**config.mk**
```make
export PLATFORM = sky130hd
export DESIGN_NAME = approx_mult_pipe
export DESIGN_NICKNAME = d
export VERILOG_FILES = /design/src/rtl/approx_mult_pkg.sv /design/src/rtl/approx_mult_stage.sv /design/src/rtl/approx_mult_pipe.sv
export SDC_FILE = /design/constraint.sdc
export NUM_CORES = 1
export LEC_CHECK = 0
export BUFFER_PORTS_ARGS = -buffer_cell sky130_fd_sc_hd__buf_2
export CAP_MARGIN = 20
export CORE_MARGIN = 1
export CORE_UTILIZATION = 52
export DETAILED_ROUTE_END_ITERATION = 6
export PLACE_DENSITY = 0.7
export SLEW_MARGIN = 20
export SYNTH_ARGS = -nofsm -noshare
export SYNTH_HDL_FRONTEND = slang
export SYNTH_SLANG_ARGS = --single-unit
```
**constraint.sdc**
```tcl
create_clock -name clk -period 1.8 [get_ports clk]
set_clock_uncertainty 0.05 [all_clocks]
set_input_delay 0.36 -clock clk [delete_from_list [all_inputs] [get_ports clk]]
set_output_delay 0.36 -clock clk [all_outputs]
set_load 0.005 [all_outputs]
```
**src/rtl/approx_mult_pkg.sv**
```systemverilog
// Shared helpers for the approximate multiplier: row truncation mask, OR-compressed
// row pair, and parameter legality check.
package approx_mult_pkg;

    localparam int unsigned MAX_WIDTH = 32;
    localparam int unsigned MAX_ZW    = 2 * MAX_WIDTH;

    // Ones in product columns [2*width-1:trunc], zeros elsewhere.
    function automatic logic [MAX_ZW-1:0] trunc_mask(input int unsigned width,
                                                     input int unsigned trunc);
        logic [MAX_ZW-1:0] m;
        m = '0;
        for (int unsigned i = 0; i < MAX_ZW; i++) begin
            m[i] = (i >= trunc) && (i < 2 * width);
        end
        return m;
    endfunction

    // Rows 2k and 2k+1 merged with OR instead of an adder.
    function automatic logic [MAX_ZW-1:0] pair_or(input logic [MAX_ZW-1:0] y,
                                                  input logic [1:0]        x2,
                                                  input int unsigned       k);
        logic [MAX_ZW-1:0] row_even;
        logic [MAX_ZW-1:0] row_odd;
        row_even = x2[0] ? (y << (2 * k))     : '0;
        row_odd  = x2[1] ? (y << (2 * k + 1)) : '0;
        return row_even | row_odd;
    endfunction

    function automatic bit params_legal(input int unsigned width,
                                        input int unsigned approx_rows,
                                        input int unsigned trunc,
                                        input int unsigned stages);
        return (width >= 1) && (width <= MAX_WIDTH) && (approx_rows % 2 == 0) &&
               (approx_rows <= width) && (trunc <= 2 * width) && (stages >= 1);
    endfunction

endpackage

```
**src/rtl/approx_mult_stage.sv**
```systemverilog
// One elastic register slice: holds valid + payload, loads when empty or drained.
module approx_mult_stage #(
    parameter int unsigned W = 8
) (
    input  logic         clk,
    input  logic         rst_n,
    input  logic         up_valid,
    input  logic [W-1:0] up_data,
    output logic         up_ready_c,
    output logic         dn_valid,
    output logic [W-1:0] dn_data,
    input  logic         dn_ready
);

    assign up_ready_c = !dn_valid || dn_ready;

    always_ff @(posedge clk or negedge rst_n) begin
        if (!rst_n) begin
            dn_valid <= 1'b0;
            dn_data  <= '0;
        end else if (up_ready_c) begin
            dn_valid <= up_valid;
            if (up_valid) begin
                dn_data <= up_data;
            end
        end
    end

endmodule

```
**src/rtl/approx_mult_pipe.sv**
```systemverilog
// Pipelined unsigned approximate multiplier with valid/ready handshake.
// Define ERR_MON_EN to add the exact shadow product and err_sum/err_max monitor.
module approx_mult_pipe
    import approx_mult_pkg::*;
#(
    parameter int unsigned WIDTH       = 8,
    parameter int unsigned APPROX_ROWS = 6,
    parameter int unsigned TRUNC       = 4,
    parameter int unsigned STAGES      = 2
) (
    input  logic               clk,
    input  logic               rst_n,
    input  logic               in_valid,
    output logic               in_ready,
    input  logic [WIDTH-1:0]   x,
    input  logic [WIDTH-1:0]   y,
    input  logic               mode_exact,
    output logic               out_valid,
    input  logic               out_ready,
    output logic [2*WIDTH-1:0] z
`ifdef ERR_MON_EN
    ,
    input  logic               err_clr,
    output logic [31:0]        err_sum,
    output logic [2*WIDTH-1:0] err_max
`endif
);

    localparam int unsigned ZW = 2 * WIDTH;
    localparam int unsigned A  = APPROX_ROWS;
`ifdef ERR_MON_EN
    localparam int unsigned PLW = 3 * ZW;
`else
    localparam int unsigned PLW = 2 * ZW;
`endif

    if (!params_legal(WIDTH, APPROX_ROWS, TRUNC, STAGES)) begin : g_bad_params
        $error("approx_mult_pipe: illegal WIDTH/APPROX_ROWS/TRUNC/STAGES");
    end

    // Exact upper rows plus OR-compressed, truncated lower row pairs.
    logic [ZW-1:0] exact_c;
    logic [ZW-1:0] hi_c;
    logic [ZW-1:0] lo_c;

    always_comb begin
        exact_c = ZW'(x) * ZW'(y);
        hi_c    = exact_c;
        lo_c    = '0;
        if (!mode_exact && (A != 0)) begin
            hi_c = (ZW'(y) * ZW'(x >> A)) << A;
            for (int unsigned k = 0; k < A / 2; k++) begin
                lo_c = lo_c + ZW'(pair_or(MAX_ZW'(y), x[2*k +: 2], k) &
                                  trunc_mask(WIDTH, TRUNC));
            end
        end
    end

    // Payload fields: [ZW-1:0] hi (or z), [2ZW-1:ZW] lo sum, [3ZW-1:2ZW] exact.
    logic [PLW-1:0] p0;

    always_comb begin
        p0 = '0;
        if (STAGES == 1) begin
            p0[ZW-1:0] = hi_c + lo_c;
        end else begin
            p0[ZW-1:0]    = hi_c;
            p0[2*ZW-1:ZW] = lo_c;
        end
`ifdef ERR_MON_EN
        p0[PLW-1:2*ZW] = exact_c;
`endif
    end

    logic           vld [STAGES+1];
    logic           rdy [STAGES+1];
    logic [PLW-1:0] d   [1:STAGES];

    assign vld[0]      = in_valid;
    assign in_ready    = rdy[0];
    assign rdy[STAGES] = out_ready;

    for (genvar i = 0; i < STAGES; i++) begin : g_stage
        logic [PLW-1:0] sin;
        if (i == 0) begin : g_first
            assign sin = p0;
        end else if (i == 1) begin : g_add
            // Final add sits between stage 1 and stage 2.
            assign sin[ZW-1:0]    = d[1][ZW-1:0] + d[1][2*ZW-1:ZW];
            assign sin[2*ZW-1:ZW] = '0;
`ifdef ERR_MON_EN
            assign sin[PLW-1:2*ZW] = d[1][PLW-1:2*ZW];
`endif
        end else begin : g_pass
            assign sin = d[i];
        end

        approx_mult_stage #(.W(PLW)) u_stage (
            .clk        (clk),
            .rst_n      (rst_n),
            .up_valid   (vld[i]),
            .up_data    (sin),
            .up_ready_c (rdy[i]),
            .dn_valid   (vld[i+1]),
            .dn_data    (d[i+1]),
            .dn_ready   (rdy[i+1])
        );
    end

    assign out_valid = vld[STAGES];
    assign z         = d[STAGES][ZW-1:0];

    logic unused_lo;
    assign unused_lo = ^d[STAGES][2*ZW-1:ZW];

`ifdef ERR_MON_EN
    localparam int unsigned SW = ((ZW > 32) ? ZW : 32) + 1;

    logic [ZW-1:0] err_c;
    logic [SW-1:0] sum_c;

    assign err_c = d[STAGES][PLW-1:2*ZW] - z;
    assign sum_c = SW'(err_sum) + SW'(err_c);

    // Error accumulation on each output transfer; clear wins over update.
    always_ff @(posedge clk or negedge rst_n) begin
        if (!rst_n) begin
            err_sum <= '0;
            err_max <= '0;
        end else if (err_clr) begin
            err_sum <= '0;
            err_max <= '0;
        end else if (out_valid && out_ready) begin
            err_sum <= (|sum_c[SW-1:32]) ? 32'hFFFF_FFFF : sum_c[31:0];
            if (err_c > err_max) begin
                err_max <= err_c;
            end
        end
    end
`endif

endmodule
```
=== Word level (Yosys, flattened, before mapping) ===
Index checks and enable logic that the tools add are counted.

* Add/subtract/negate cells: 3
* Multiplexer cells: 8
* Divide/modulo/power cells: 0
* Reductions and logical operators: 6
* Equality and inequality tests: 0
* Bitwise gates (word level): 3
* $lt $le $gt $ge: 0
* Shift-type cells: 0
* Multiply operators: 2

{| class="wikitable"
|+ Operator list
! kind !! count
|-
| $add 16x16->16 || 2
|-
| $mux 16 || 2
|-
| $mul 8x8->16 || 1
|-
| $or 12x16->16 || 1
|-
| $mux 13 || 1
|-
| $add 9x11->12 || 1
|-
| $mux 12 || 1
|-
| $mux 11 || 1
|-
| $or 10x11->11 || 1
|-
| $mul 8x2->10 || 1
|-
| $mux 10 || 1
|-
| $mux 9 || 1
|-
| $or 8x9->9 || 1
|-
| $mux 8 || 1
|-
| $reduce_and 2->1 || 2
|-
| $logic_not 1->1 || 2
|-
| $logic_or 1x1->1 || 2
|}

* Word-level logic and storage cells: 26
* Latch bits: 0
* Register bits: 50
* Input bits: 21
* Memory bits (read-only): 0
* RAM bits: 0
* Memories kept: 0

=== Longest topological paths before layout ===
* Depth after elaboration: 5
* Depth in mapped cells: 18
* Mapped depth without buffers: 17

=== By module ===
From an unflattened synthesis, not the netlist that was laid out.

* Cell total of the unflattened synthesis: 632
* Area total of the unflattened synthesis: 6600.1 um^2

{| class="wikitable"
|+ Modules (own cells, without submodules)
! module !! area each (um^2) !! cells an instance !! times used !! sequential area each (um^2)
|-
| approx_mult_pipe || 3817.4 || 490 || 1 || 0.0
|-
| approx_mult_stage || 1391.3 || 71 || 2 || 825.8
|}

=== Least setup slack after synthesis ===
Ideal clock, no wire load.

* Path type: input to register
* Start: input port x[3]
* End: register g_stage[0].u_stage.dn_data[14]
* Setup slack: -2800 ps
* Data arrival time: 4473 ps
* Path buffers: 1
* Cell stages on the path: 15
* Cells stage by stage: clkbuf_1 and2_1 fa_1 fa_1 fa_1 inv_1 fa_1 inv_1 ha_1 o21a_1 o21a_1 o22a_1 a311oi_2 mux2_1 a21oi_1

* Word-level cells in the longest chain between the ends: 2

{| class="wikitable"
|+ Ends and longest elaborated chain
! item !! line !! source
|-
| start: declaration || approx_mult_pipe.sv:15 || <nowiki>input logic [WIDTH-1:0] x,</nowiki>
|-
| $mul 8x8->16 || approx_mult_pipe.sv:47 || <nowiki>exact_c = ZW'(x) * ZW'(y);</nowiki>
|-
| $mux 16 || approx_mult_pipe.sv:50 || <nowiki>if (!mode_exact && (A != 0)) begin</nowiki>
|-
| end signal: assignment || approx_mult_stage.sv:24 || <nowiki>dn_data <= up_data;</nowiki>
|-
| end: declaration || approx_mult_stage.sv:11 || <nowiki>output logic [W-1:0] dn_data,</nowiki>
|}

Every way passes these cells.
A chain may end at the register's enable or synchronous reset.

=== Final worst setup path ===
* Start: input port x[3]
* End: register g_stage[0].u_stage.dn_data[13]

Same word-level chain as after synthesis.

==> qor.csv <==
metric,value,unit
Vias/cell,5.283,
Worst Tran Pin Value,448.9,ps
placed instance area,6535,um2
"Slew Viols, Final",0,
dpl ws,-2768,ps
synthesized instance count,597,
smallest hold slack,203.2,ps
Worst-path clk slew,80,ps
Root Buffer,clkbuf_8,
worst-path fanout max,5,
Max Fclk,0.2490,GHz
Initial Util,53.79,%
global-route wire length before repair,21.82,mm
sequential share of the synthesized area,20.94,%
Synth Warn #,0,
via count,4718,
Post-Syn Area per Cell,8.807,um2
First-pass DRT Iterations,4,
Synth area leader,dfrtp_1,
Residual DRC,0,
CP max stage cell,fa_1,
Pwr per Cell Area,1068,nW/um2
RR Endpoint,g_stage[1].u_stage.dn_data[10],
Rel. slew slack,69.68,%
CP Launch Type,input port,
antenna violations before repair,0,
Fin. Hold Viols,0,
flip-flop and latch count after synthesis,44,
Fillers,668,
worst vdd ir,557.2,uV
Fin Setup TNS,-30210,ps
placer congestion estimate,0.8702,
max cap viols,0,
vias in the first global route,4723,
post-synth top area share,20.94,%
syn nets,730,
grt total ovfl,0,
GR Util met1,31.39,%
Yosys cell types,52,
CP arrival,4200,ps
"slowest stage delay, CP",540,ps
CP endpoint kind,flip-flop,
CP required,1980,ps
min Tclk post-route,4016,ps
Worst Setup EP,g_stage[0].u_stage.dn_data[13],
Post-DRT Antenna Nets,0,
core area,9774,um2
CP cell instances,buf_6 -> nand2_2 -> fa_1 -> fa_1 -> inv_2 -> fa_1 -> inv_2 -> fa_2 -> inv_2 -> ha_4 -> nand2_2 -> o211ai_1 -> a31oi_4 -> buf_4 -> buf_6 -> xor2_2 -> o211ai_1,
critical path depth,17,
top_reg_cell synth,dfrtp_1,
Die Ht,102.6,um
Post-synth EDFFs,0,
P&R area growth vs syn,41.53,%
RSZ-0062 raised after global routing,yes,
outcome,"complete, but fails checks",
Iter 0 DRT Violations,174,
layout cells sized above 1,42.11,%
clk_lat worst skew,310,ps
clock sinks,44,
R2R depth,9,
die width,102.6,um
final net count,892,
R2R setup slack,-350,ps
synth top area cells,"dfrtp_1 (21%), fa_1 (17%), ha_1 (16%)",
kind of critical path,input port to flip-flop,
gr busiest metal,met2,
Site Rows,36,
Avg WL per Cell,15.77,um
clock buffer depth,2,
Synth Cell Area,5258,um2
total track usage,26.79,%
Pleak,3.767,nW
PortBufs,38,
WL final,14.09,mm
M3 GR Usage,3.864,%
die area,10520,um2
largest net degree at the start of global routing,45,
# H-tree levels,2,
crit-path leading delay family,adder cells,
antenna cells,0,
GR Util met2,49.44,%
CP startpoint,x[3],
period utilization,223.1,%
worst setup margin,-2216,ps
hold crit path type,input port to flip-flop,
HPWL after DPL,10.36,mm
CTS tree,built,
register area,1101,um2
area occupied by multi-input gates,4189,um2
async set-reset flop share out of synthesis,100.0,%
# setup viols final,25,
I/O Pins,39,
R2R Path Start,g_stage[0].u_stage.dn_data[20],
clock buffer count from CTS,5,
"Buf+Inv Stages, Crit Path",6,
design area,7441,um2
failing checks,negative setup slack,
==> how the worst min path moves through the flow <==
| stage | from | end | slack [ps] | cells past startpoint |
|---|---|---|---|---|
| final | in_valid | g_stage[0].u_stage.dn_valid | 200 | 2 |
| after detailed placement | rst_n | g_stage[1].u_stage.dn_data[4] | 300 | 2 |
| after global routing | in_valid | g_stage[0].u_stage.dn_valid | 210 | 2 |
| after global placement | rst_n | g_stage[1].u_stage.dn_data[0] | 300 | 2 |
| after CTS | in_valid | g_stage[0].u_stage.dn_valid | 200 | 2 |
| after floorplan | rst_n | g_stage[0].u_stage.dn_data[0] | 10 | 0 |
==> cell families (layout without fill, tap and decap cells) <==
| group | after synthesis | in the layout | synth area share, % |
|---|---|---|---|
| fa+ha+maj | 112 | 112 | 32.94 |
| simple gates | 177 | 177 | 17.21 |
| mux | 9 | 9 | 1.856 |
| xor+xnor | 22 | 22 | 3.665 |
| compound gates | 108 | 108 | 13.30 |
| buf+inv | 125 | 288 | 10.09 |
| flops | 44 | 44 | 20.94 |
==> timing repair <==
item                                    4_1_cts  5_1_grt
hold buffers                                  1        0
resized for setup                           122       54
hold endpoints to repair                     44        0
endpoints found under the setup margin       28       29
setup buffers                                12       13
pin swaps                                    67       49
==> cell usage after synthesis (2+ instances only) <==
cell and n:
inv_1 96, a21o_1 7, o21ai_0 29, nand2b_1 9, nor2b_1 6, xnor2_1 14, nor3_1 6, or3_1 4
o21a_1 9, ha_1 68, a22o_1 5, buf_4 16, clkbuf_1 11, nand2_1 72, o21ai_1 3, a21oi_1 23
o21bai_1 2, o211ai_1 4, nor3b_1 7, dfrtp_1 44, nor2_1 12, a31oi_1 2, xor2_1 8, and2_1 37
a211oi_1 6, nand3b_1 4, mux2_2 5, or2_2 2, or4_1 2, mux2i_1 3, a32oi_1 2, nand3_1 12
o22ai_1 2, nor4b_1 2, fa_1 44, o31ai_1 3
==> layout make-up <==
type	count	share of cell area (%)
repair buffers	184	20.20
clock buffers	6	1.110
inverters	96	4.843
clock inverters	2	0.5213
well taps	133	2.236
flip-flops and latches	44	14.80
multi-input cells	428	56.30
==> per-layer routing <==
layer	vias to the layer above	share of wire, %
met1	2301	42
met2	98	52
met5	-	0
li1	2275	-
met4	0	3.1
met3	44	2.9
==> stage by stage <==
| stage | cells | util [%] | power [mW] |
|---|---|---|---|
| 2_1_floorplan | 597 | - | 4.505 |
| 3_3_place_gp | 863 | 66.86 | 5.795 |
| 3_5_place_dp | 863 | 66.86 | 5.995 |
| 4_1_cts | 884 | 73.25 | 7.302 |
| 5_1_grt | 893 | 76.13 | 8.544 |
| 6_report | 893 | 76.13 | 7.947 |
==> state kept, by name (all words and copies together), names as in the netlist <==
register,flops
g_stage.u_stage.dn_valid,2
g_stage.u_stage.dn_data,42
==> layout by cell type, fill, tap and decap left out, drive strengths merged, types with 2 or more instances in the layout <==
| master | count |
|---|---|
| nand3 | 12 |
| a22o | 5 |
| a211oi | 6 |
| o21a | 9 |
| nor3b | 7 |
| inv | 96 |
| nand3b | 4 |
| or2 | 2 |
| nand2b | 9 |
| a31oi | 2 |
| or4 | 2 |
| o21ai | 32 |
| nand2 | 72 |
| a21oi | 24 |
| buf | 183 |
| o21bai | 2 |
| nor4b | 2 |
| xor2 | 8 |
| xnor2 | 14 |
| o22ai | 2 |
| a21o | 7 |
| mux2 | 6 |
| o31ai | 3 |
| ha | 68 |
| mux2i | 3 |
| fa | 44 |
| a311oi | 2 |
| nor2b | 6 |
| nor3 | 6 |
| a32oi | 2 |
| dfrtp | 44 |
| and2 | 37 |
| clkbuf | 6 |
| nor2 | 12 |
| or3 | 4 |
| o211ai | 4 |
==> report_power, final <==
group / switching (mW) / total, mW / internal, mW
Sequential: 0.210 / 1.52 / 1.31
Combinational: 2.70 / 5.62 / 2.92
Clock: 0.354 / 0.808 / 0.454
No activity file was read; power rests on OpenSTA's default activity.
